File: src/rtl/cpu_register_file_if.sv
// Register-file access bus: write port, shared address, and the read/immediate output.
interface cpu_register_file_if #(
    parameter int unsigned pointer_width = 3
);
    logic                     write_enable;
    logic [pointer_width-1:0] address;
    logic [7:0]               data_in;
    logic                     is_immediate;
    logic [7:0]               data_out;

    // Datapath side drives the request and consumes the operand.
    modport master (
        output write_enable,
        output address,
        output data_in,
        output is_immediate,
        input  data_out
    );

    // Register file side.
    modport slave (
        input  write_enable,
        input  address,
        input  data_in,
        input  is_immediate,
        output data_out
    );
endinterface

File: src/rtl/cpu_register_file.sv
// General-purpose 8-bit register file with a single shared address.
// The address either indexes a register or, in immediate mode, is the
// operand itself (zero-extended). Writes are synchronous; reads are combinational.
module cpu_register_file #(
    parameter int unsigned pointer_width = 3
) (
    input  logic               clock,
    input  logic               reset_n,
    cpu_register_file_if.slave bus
);
    localparam int unsigned DATA_W   = 8;
    localparam int unsigned NUM_REGS = 1 << pointer_width;

    logic [DATA_W-1:0] regs_q [NUM_REGS];

    // Storage: async clear, then a single-register write per enabled edge.
    always_ff @(posedge clock or negedge reset_n) begin
        if (!reset_n) begin
            for (int unsigned i = 0; i < NUM_REGS; i++) begin
                regs_q[i] <= '0;
            end
        end else if (bus.write_enable) begin
            regs_q[bus.address] <= bus.data_in;
        end
    end

    // Output select: stored value (no write bypass) or zero-extended address.
    always_comb begin
        bus.data_out = '0;
        if (bus.is_immediate) begin
            bus.data_out = DATA_W'(bus.address);
        end else begin
            bus.data_out = regs_q[bus.address];
        end
    end
endmodule

File: src/flat_wrapper.sv
// flat-port wrapper written by rule: the top's interface ports become plain ports
module cpu_register_file_flat 
#(
    parameter int unsigned pointer_width = 3
)
  (clock, reset_n, bus_write_enable, bus_address, bus_data_in, bus_is_immediate, bus_data_out);
  cpu_register_file_if #(.pointer_width(pointer_width)) bus_i ();
  input  logic clock;
  input  logic reset_n;
  input wire logic [$bits(bus_i.write_enable)-1:0] bus_write_enable;
  input wire logic [$bits(bus_i.address)-1:0] bus_address;
  input wire logic [$bits(bus_i.data_in)-1:0] bus_data_in;
  input wire logic [$bits(bus_i.is_immediate)-1:0] bus_is_immediate;
  output wire logic [$bits(bus_i.data_out)-1:0] bus_data_out;
  assign bus_i.write_enable = bus_write_enable;
  assign bus_i.address = bus_address;
  assign bus_i.data_in = bus_data_in;
  assign bus_i.is_immediate = bus_is_immediate;
  assign bus_data_out = bus_i.data_out;
  cpu_register_file #(.pointer_width(pointer_width)) u_core (.clock(clock), .reset_n(reset_n), .bus(bus_i));
endmodule
File: config.mk
export PLATFORM = sky130hd
export DESIGN_NAME = cpu_register_file_flat
export DESIGN_NICKNAME = d
export VERILOG_FILES = /design/src/rtl/cpu_register_file_if.sv /design/src/rtl/cpu_register_file.sv /design/src/flat_wrapper.sv
export SDC_FILE = /design/constraint.sdc
export NUM_CORES = 1
export LEC_CHECK = 0
export CAP_MARGIN = 5
export CORE_ASPECT_RATIO = 1.1
export CORE_MARGIN = 4
export CORE_UTILIZATION = 55
export DETAILED_ROUTE_END_ITERATION = 7
export PLACE_DENSITY = 0.76
export SLEW_MARGIN = 10
export SYNTH_ARGS = -nofsm -noshare
export SYNTH_HDL_FRONTEND = slang
export SYNTH_SLANG_ARGS = --single-unit
File: constraint.sdc
create_clock -name clock -period 5.05 [get_ports clock]
set_input_delay 1.2625 -clock clock [delete_from_list [all_inputs] [get_ports clock]]
set_output_delay 1.2625 -clock clock [all_outputs]
set_load 0.01 [all_outputs]
==> flow_metrics.env <==
export IMPL_synth_cell_types=37
export IMPL_dieHeight_um=86.8
export IMPL_hp_class="reg2reg"
export IMPL_drt_wirelength_per_cell_um=20.3
export IMPL_routed_via_density=5.94
export IMPL_largest_reg_flops=64
export IMPL_clk_pin_slew_ps=70
export IMPL_dp_hpwl_mm=4.23
export IMPL_ys_warn_count=0
export IMPL_fin_nets=250
export IMPL_tightest_slew_ps=789
export IMPL_cts_root_buf="clkbuf_8"
export IMPL_reg_largest_list="u_core.regs_q (64)"
export IMPL_synth_cells=205
export IMPL_clk_path_buf_depth=2
export IMPL_std_cell_rows=28
export IMPL_status="finished, final reports clean"
export IMPL_maxSlewHeadroom_pct=47.4
export IMPL_layout_drive_gt1_share_pct=45.0
export IMPL_dp_cells=299
export IMPL_slowest_delay_ps=560
export IMPL_cp_arrival_ps=3410
export IMPL_crit_buf_inv=4
export IMPL_numPortBuffers=22
export IMPL_syn_num_nets=220
export IMPL_fin_skew_ps=0
export IMPL_io_pins=23
export IMPL_fin_area_mm2=0.00359
export IMPL_grt_max_degree=65
export IMPL_ys_flop_type="dfrtp_1"
export IMPL_first_iter_violations=122
export IMPL_dieArea_mm2=0.00691
export IMPL_max_freq_mhz=214
export IMPL_synth_seq_cells=64
export IMPL_post_cts_resize_count=0
export IMPL_numCtsBuffers=9
export IMPL_finalPower_mw=1.40
export IMPL_tns_ps=0
export IMPL_cts_tree="yes"
export IMPL_ant_nets=0
export IMPL_syn_avg_cell_area_um2=15.1
export IMPL_rsz0062_at_grt="false"
export IMPL_power_density_mw_per_mm2=390
export IMPL_grt_overflow_total=0
export IMPL_grt_pass1_vias=2001
export IMPL_holdBufCountCts=0
export IMPL_cap_violations=0
export IMPL_setup_ws_ps=375
export IMPL_dp_slack_ps=377
export IMPL_insertion_delay_ps=330
export IMPL_fin_cells=315
export IMPL_required_ps=3790
export IMPL_via_count=1872
export IMPL_finalHoldViolations=0
export IMPL_start_util_pct=57.2
export IMPL_vdd_drop_max_uv=273
export IMPL_async_flop_share_pct=100
export IMPL_grt_antenna_before_repair=0
export IMPL_remaining_drc_errors=0
export IMPL_setup_worst_path_class="in2out"
export IMPL_postCtsSetupBuffers=0
export IMPL_clock_sinks=64
export IMPL_setup_viol=0
export IMPL_drv_slew=0
export IMPL_fillers=395
export IMPL_h_tree_depth=3
export IMPL_grt_usage_pct=20.7
export IMPL_top_register="u_core.regs_q"
export IMPL_path_max_fanout=11
export IMPL_crit_path_end_kind="output port"
export IMPL_ys_seq_area_share_pct=51.6
export IMPL_firstDrtPassIters=4
export IMPL_grt_pass1_wl_mm=10.4
export IMPL_period_share_pct=92.6
export IMPL_dpl_cell_area_mm2=0.00339
export IMPL_syn_area_mm2=0.00310
export IMPL_start_kind="input port"
export IMPL_routabilityCongestion=0.842
export IMPL_period_minus_slack_ps=4680
export IMPL_cp_top_family="buffers and inverters"
export IMPL_wl_mm=6.38
export IMPL_path_cells="clkdlybuf4s50_1 -> buf_4 -> buf_4 -> mux2i_1 -> a211oi_1 -> a31oi_1 -> a21oi_1 -> clkdlybuf4s50_1"
export IMPL_leakage_nw=1.54
export IMPL_antenna_cells=0
export IMPL_critical_path_slowest_cell="clkdlybuf4s50_1"
export IMPL_die_w_um=79.6
export IMPL_fp_coreArea_mm2=0.00543
export IMPL_syn2layout_area_growth_pct=15.8
export IMPL_synth_edf_count=0
## path summary, 6_finish.rpt
path                                         from                 to  slack, ps  depth (start not counted)
worst max-delay path               bus_address[0]    bus_data_out[4]        370                          8
worst min-delay path             u_core.regs_q[2]   u_core.regs_q[2]        500                          1
worst max register to register  u_core.regs_q[18]  u_core.regs_q[18]       4260                          1
worst min register to register   u_core.regs_q[2]   u_core.regs_q[2]        500                          1
max in group asynchronous                 reset_n  u_core.regs_q[61]       3450                          2
min in group asynchronous                 reset_n  u_core.regs_q[57]       1080                          2
## routing by layer
| metal | vias to the layer above | wire [um] | track usage [%] |
|---|---|---|---|
| met2 | 39 | 3180 | 33.4 |
| met4 | 0 | 227 | 11.1 |
| met5 | - | 0 | 0 |
| li1 | 835 | - | - |
| met3 | 20 | 211 | 5.20 |
| met1 | 978 | 2760 | 25.5 |
## synth_stat cells, drive strengths merged, types with 2 or more instances
| master | n | area [um2] |
|---|---|---|
| mux2 | 70 | 788 |
| dfrtp | 64 | 1600 |
| buf | 11 | 86.3 |
| mux2i | 10 | 100 |
| mux4 | 8 | 195 |
| a21oi | 4 | 20.0 |
| o21ai | 4 | 20.0 |
| inv | 3 | 11.3 |
| nor2 | 3 | 11.3 |
| nor3 | 3 | 48.8 |
| a31oi | 2 | 12.5 |
| a32oi | 2 | 17.5 |
| nand2b | 2 | 20.0 |
| nand3 | 2 | 15.0 |
| nand4 | 2 | 25.0 |
| nand4b | 2 | 23.8 |
## power by group
group	leakage, nW	switching, mW	internal, mW
Clock	0.101	0.192	0.253
Combinational	0.668	0.105	0.170
Sequential	0.768	0.0570	0.626
## stage by stage
stage	hold WS, ps	util, %
after floorplan	470	-
after global placement	480	62.4
after detailed placement	491	62.4
after CTS	507	66.2
after global routing	514	66.2
final	503	66.2
## logic make-up (layout without fill, tap and decap cells)
kind of cell,Yosys count,after routing,synth area share [%]
AO/OA/AOI/OAI,20,20,4.35
flip-flops,64,64,51.6
AND/OR/NAND/NOR,19,19,6.01
buffers and inverters,14,49,3.14
multiplexers,88,88,34.9
## layout by cell type, fill, tap and decap left out, types with 2 or more instances in the layout
cell,Yosys,routed
a32oi_1,2,2
clkinvlp_4,0,2
dfrtp_1,64,64
nor3_4,3,3
a21oi_1,4,4
mux2_2,70,70
mux4_2,4,4
nand4_2,2,2
mux4_1,4,4
nor2_1,3,3
clkbuf_8,0,11
a31oi_1,2,2
mux2i_1,10,10
inv_1,3,3
clkdlybuf4s50_1,0,21
clkinv_2,0,2
o21ai_0,4,4
buf_4,2,8
## final cells by class
cell class / instances / area (um2) / area share (%)
clock buffers: 11 / 151 / 4.21
well taps: 75 / 93.8 / 2.61
multi-input cells: 127 / 1410 / 39.1
clock inverters: 5 / 55.1 / 1.53
repair buffers: 30 / 275 / 7.66
flip-flops and latches: 64 / 1600 / 44.6
inverters: 3 / 11.3 / 0.313
Note: power is estimated with default switching activity, not from simulation.
==> RTL edit: new RTL, config.mk and constraints unchanged <==
`pointer_width` is set to 3 in 3 places; all go to 4.
--- a/src/rtl/cpu_register_file_if.sv
+++ b/src/rtl/cpu_register_file_if.sv
@@ -1,5 +1,5 @@
 // Register-file access bus: write port, shared address, and the read/immediate output.
 interface cpu_register_file_if #(
-    parameter int unsigned pointer_width = 3
+    parameter int unsigned pointer_width = 4
 );
     logic                     write_enable;
--- a/src/rtl/cpu_register_file.sv
+++ b/src/rtl/cpu_register_file.sv
@@ -3,5 +3,5 @@
 // operand itself (zero-extended). Writes are synchronous; reads are combinational.
 module cpu_register_file #(
-    parameter int unsigned pointer_width = 3
+    parameter int unsigned pointer_width = 4
 ) (
     input  logic               clock,
--- a/src/flat_wrapper.sv
+++ b/src/flat_wrapper.sv
@@ -2,5 +2,5 @@
 module cpu_register_file_flat 
 #(
-    parameter int unsigned pointer_width = 3
+    parameter int unsigned pointer_width = 4
 )
   (clock, reset_n, bus_write_enable, bus_address, bus_data_in, bus_is_immediate, bus_data_out);
Ports: changed (resized bus_address); port bits go from 23 to 24. No check against the original RTL was run, so the function may have changed too.
==> RTL edit against the unedited design <==
Register-to-register slack barely moved; highest routed layer unchanged; final area rose by 94%; synthesized area rose by 93%; total power rose by 130%; sequential cell count rose by 64; setup slack improved by 0.040 ns; global-route usage rose by 0.25 points; via count rose by 77%; routed wire length rose by 89%.
==> RTL edit: results (changes against the unedited design) <==
- Ranking of synthesized cells by area: sky130_fd_sc_hd__dfrtp_1 53%, sky130_fd_sc_hd__mux2_2 23%, sky130_fd_sc_hd__mux4_2 12%, sky130_fd_sc_hd__mux2i_1 1.8%, sky130_fd_sc_hd__nor2_4 1.7% (was sky130_fd_sc_hd__dfrtp_1 52%, sky130_fd_sc_hd__mux2_2 25%, sky130_fd_sc_hd__mux4_1 3.4%, sky130_fd_sc_hd__mux2i_1 3.2%, sky130_fd_sc_hd__mux4_2 2.9%)
* Leakage power: 0.002931 µW (was 0.001537 µW)
- The number of filler cells placed in the layout is 758 (was 395).
* Count of buffers from port buffering: 23 (was 22)
- The number of DRC markers after the initial detailed-route iteration came to 130 (was 122).
* Final std cells w/o fill: 552 (was 315)
- Result of the run: completed (unchanged).
- Hold slack: 0.4815 ns (was 0.5029 ns)
- The cell-internal power was 2496 µW (was 1048 µW).
- Setup Fix Bufs, Post-CTS: 0 (unchanged)
* Registers with the most flip-flops: u_core.regs_q (128) (was u_core.regs_q (64))
- Max H-tree Level: 4 (was 3)
* Worst-skew pair later-pin latency: 0.41 ns (was 0.33 ns)
* Switching power: 733.9 µW (was 353.3 µW)
- Critical register-to-register path startpoint: u_core.regs_q[58] (was u_core.regs_q[18])
- Slew at the pin closest to its max-slew limit: 0.6918 ns (was 0.7889 ns)
- The launching element of the worst setup path is bus_address[3] (was bus_address[0]).
- Proportion of power drawn by the clock network: 40.9% (was 31.7%)
- Combined flip-flop and latch cell area: 3203 µm² (was 1602 µm²)
* Total wire length: 12090 µm (was 6384 µm)
* Total nets after synthesis: 383 (was 220)
- The sequential share of power came to 42.8% (was 48.7%).
- The number of optimization iterations in the first detailed-route pass is 4 (unchanged).
- The sequential element share of the synthesized area was 53.44% (was 51.59%).
* Number of cells after detailed placement: 520 (was 299)
- Critical R2R Capture: u_core.regs_q[58] (was u_core.regs_q[18])
* Pin count of the biggest net entering global routing: 57 (was 65)
- Worst Skew: 0 ns (unchanged)
* Maximum vdd drop: 0.2053 mV (was 0.2726 mV)
* Max Fanout on Critical Path: 10 (was 11)
- The total number of nets in the final design came to 412 (was 250).
- The instance count of the mapped netlist is 367 (was 205).
- The capture point of the worst path is bus_data_out[3] (was bus_data_out[4]).
- Via count normalized by instance count: 6.007 (was 5.943)
* Clock transition at the register clock pins on the worst setup and hold paths after CTS: 0.05 ns (was 0.07 ns)
- Post-Place Cell Area: 6335 µm² (was 3387 µm²)
- Clock root cell: sky130_fd_sc_hd__clkbuf_16 (was sky130_fd_sc_hd__clkbuf_8)
- Cts bufs inserted: 17 (was 9)
- Post-route clock period utilization: 91.79% (was 92.58%)
* Wire length of the first global-routing pass: 19910 µm (was 10370 µm)
- The via count of the first global-routing pass came to 3648 (was 2001).
[RTL edit: logic make-up after synthesis]
family,after synthesis,synth area share (%)
flip-flops,128,53.44
AND/OR/NAND/NOR,32,4.864
buffers and inverters,24,2.317
multiplexers,171,37.91
AO/OA/AOI/OAI,12,1.461
[RTL edit: area by class of cell]
type / instances / share of cell area [%]
clock inverters: 11 / 2.653
repair buffers: 31 / 4.158
inverters: 3 / 0.1613
multi-input cells: 215 / 37.98
flip-flops and latches: 128 / 45.89
well taps: 143 / 2.563
clock buffers: 21 / 6.596
[RTL edit: worst min path at each step]
stage                             startpoint  cells after the start                 end
after CTS                  u_core.regs_q[43]                      1   u_core.regs_q[43]
final                      u_core.regs_q[43]                      1   u_core.regs_q[43]
after global placement    u_core.regs_q[105]                      1  u_core.regs_q[105]
after detailed placement   u_core.regs_q[43]                      1   u_core.regs_q[43]
after global routing       u_core.regs_q[89]                      1   u_core.regs_q[89]
after floorplan           u_core.regs_q[105]                      1  u_core.regs_q[105]
[RTL edit: metal layers]
metal / GRT usage (%) / vias to the layer above / share of wire, % / routed length, µm
met2: 33.32 / 54 / 52 / 6256
met5: 0 / - / 0 / 0
met4: 7.814 / 0 / 1.6 / 193
li1: - / 1444 / - / -
met1: 28.03 / 1800 / 44 / 5299
met3: 4.992 / 18 / 2.8 / 336
[RTL edit: worst max-delay path: stages]
cell and delay [ns]:
sky130_fd_sc_hd__clkdlybuf4s50_1 0.48, sky130_fd_sc_hd__clkinv_1 0.31, sky130_fd_sc_hd__buf_4 0.33, sky130_fd_sc_hd__a221oi_1 0.37, sky130_fd_sc_hd__clkdlybuf4s50_1 0.61
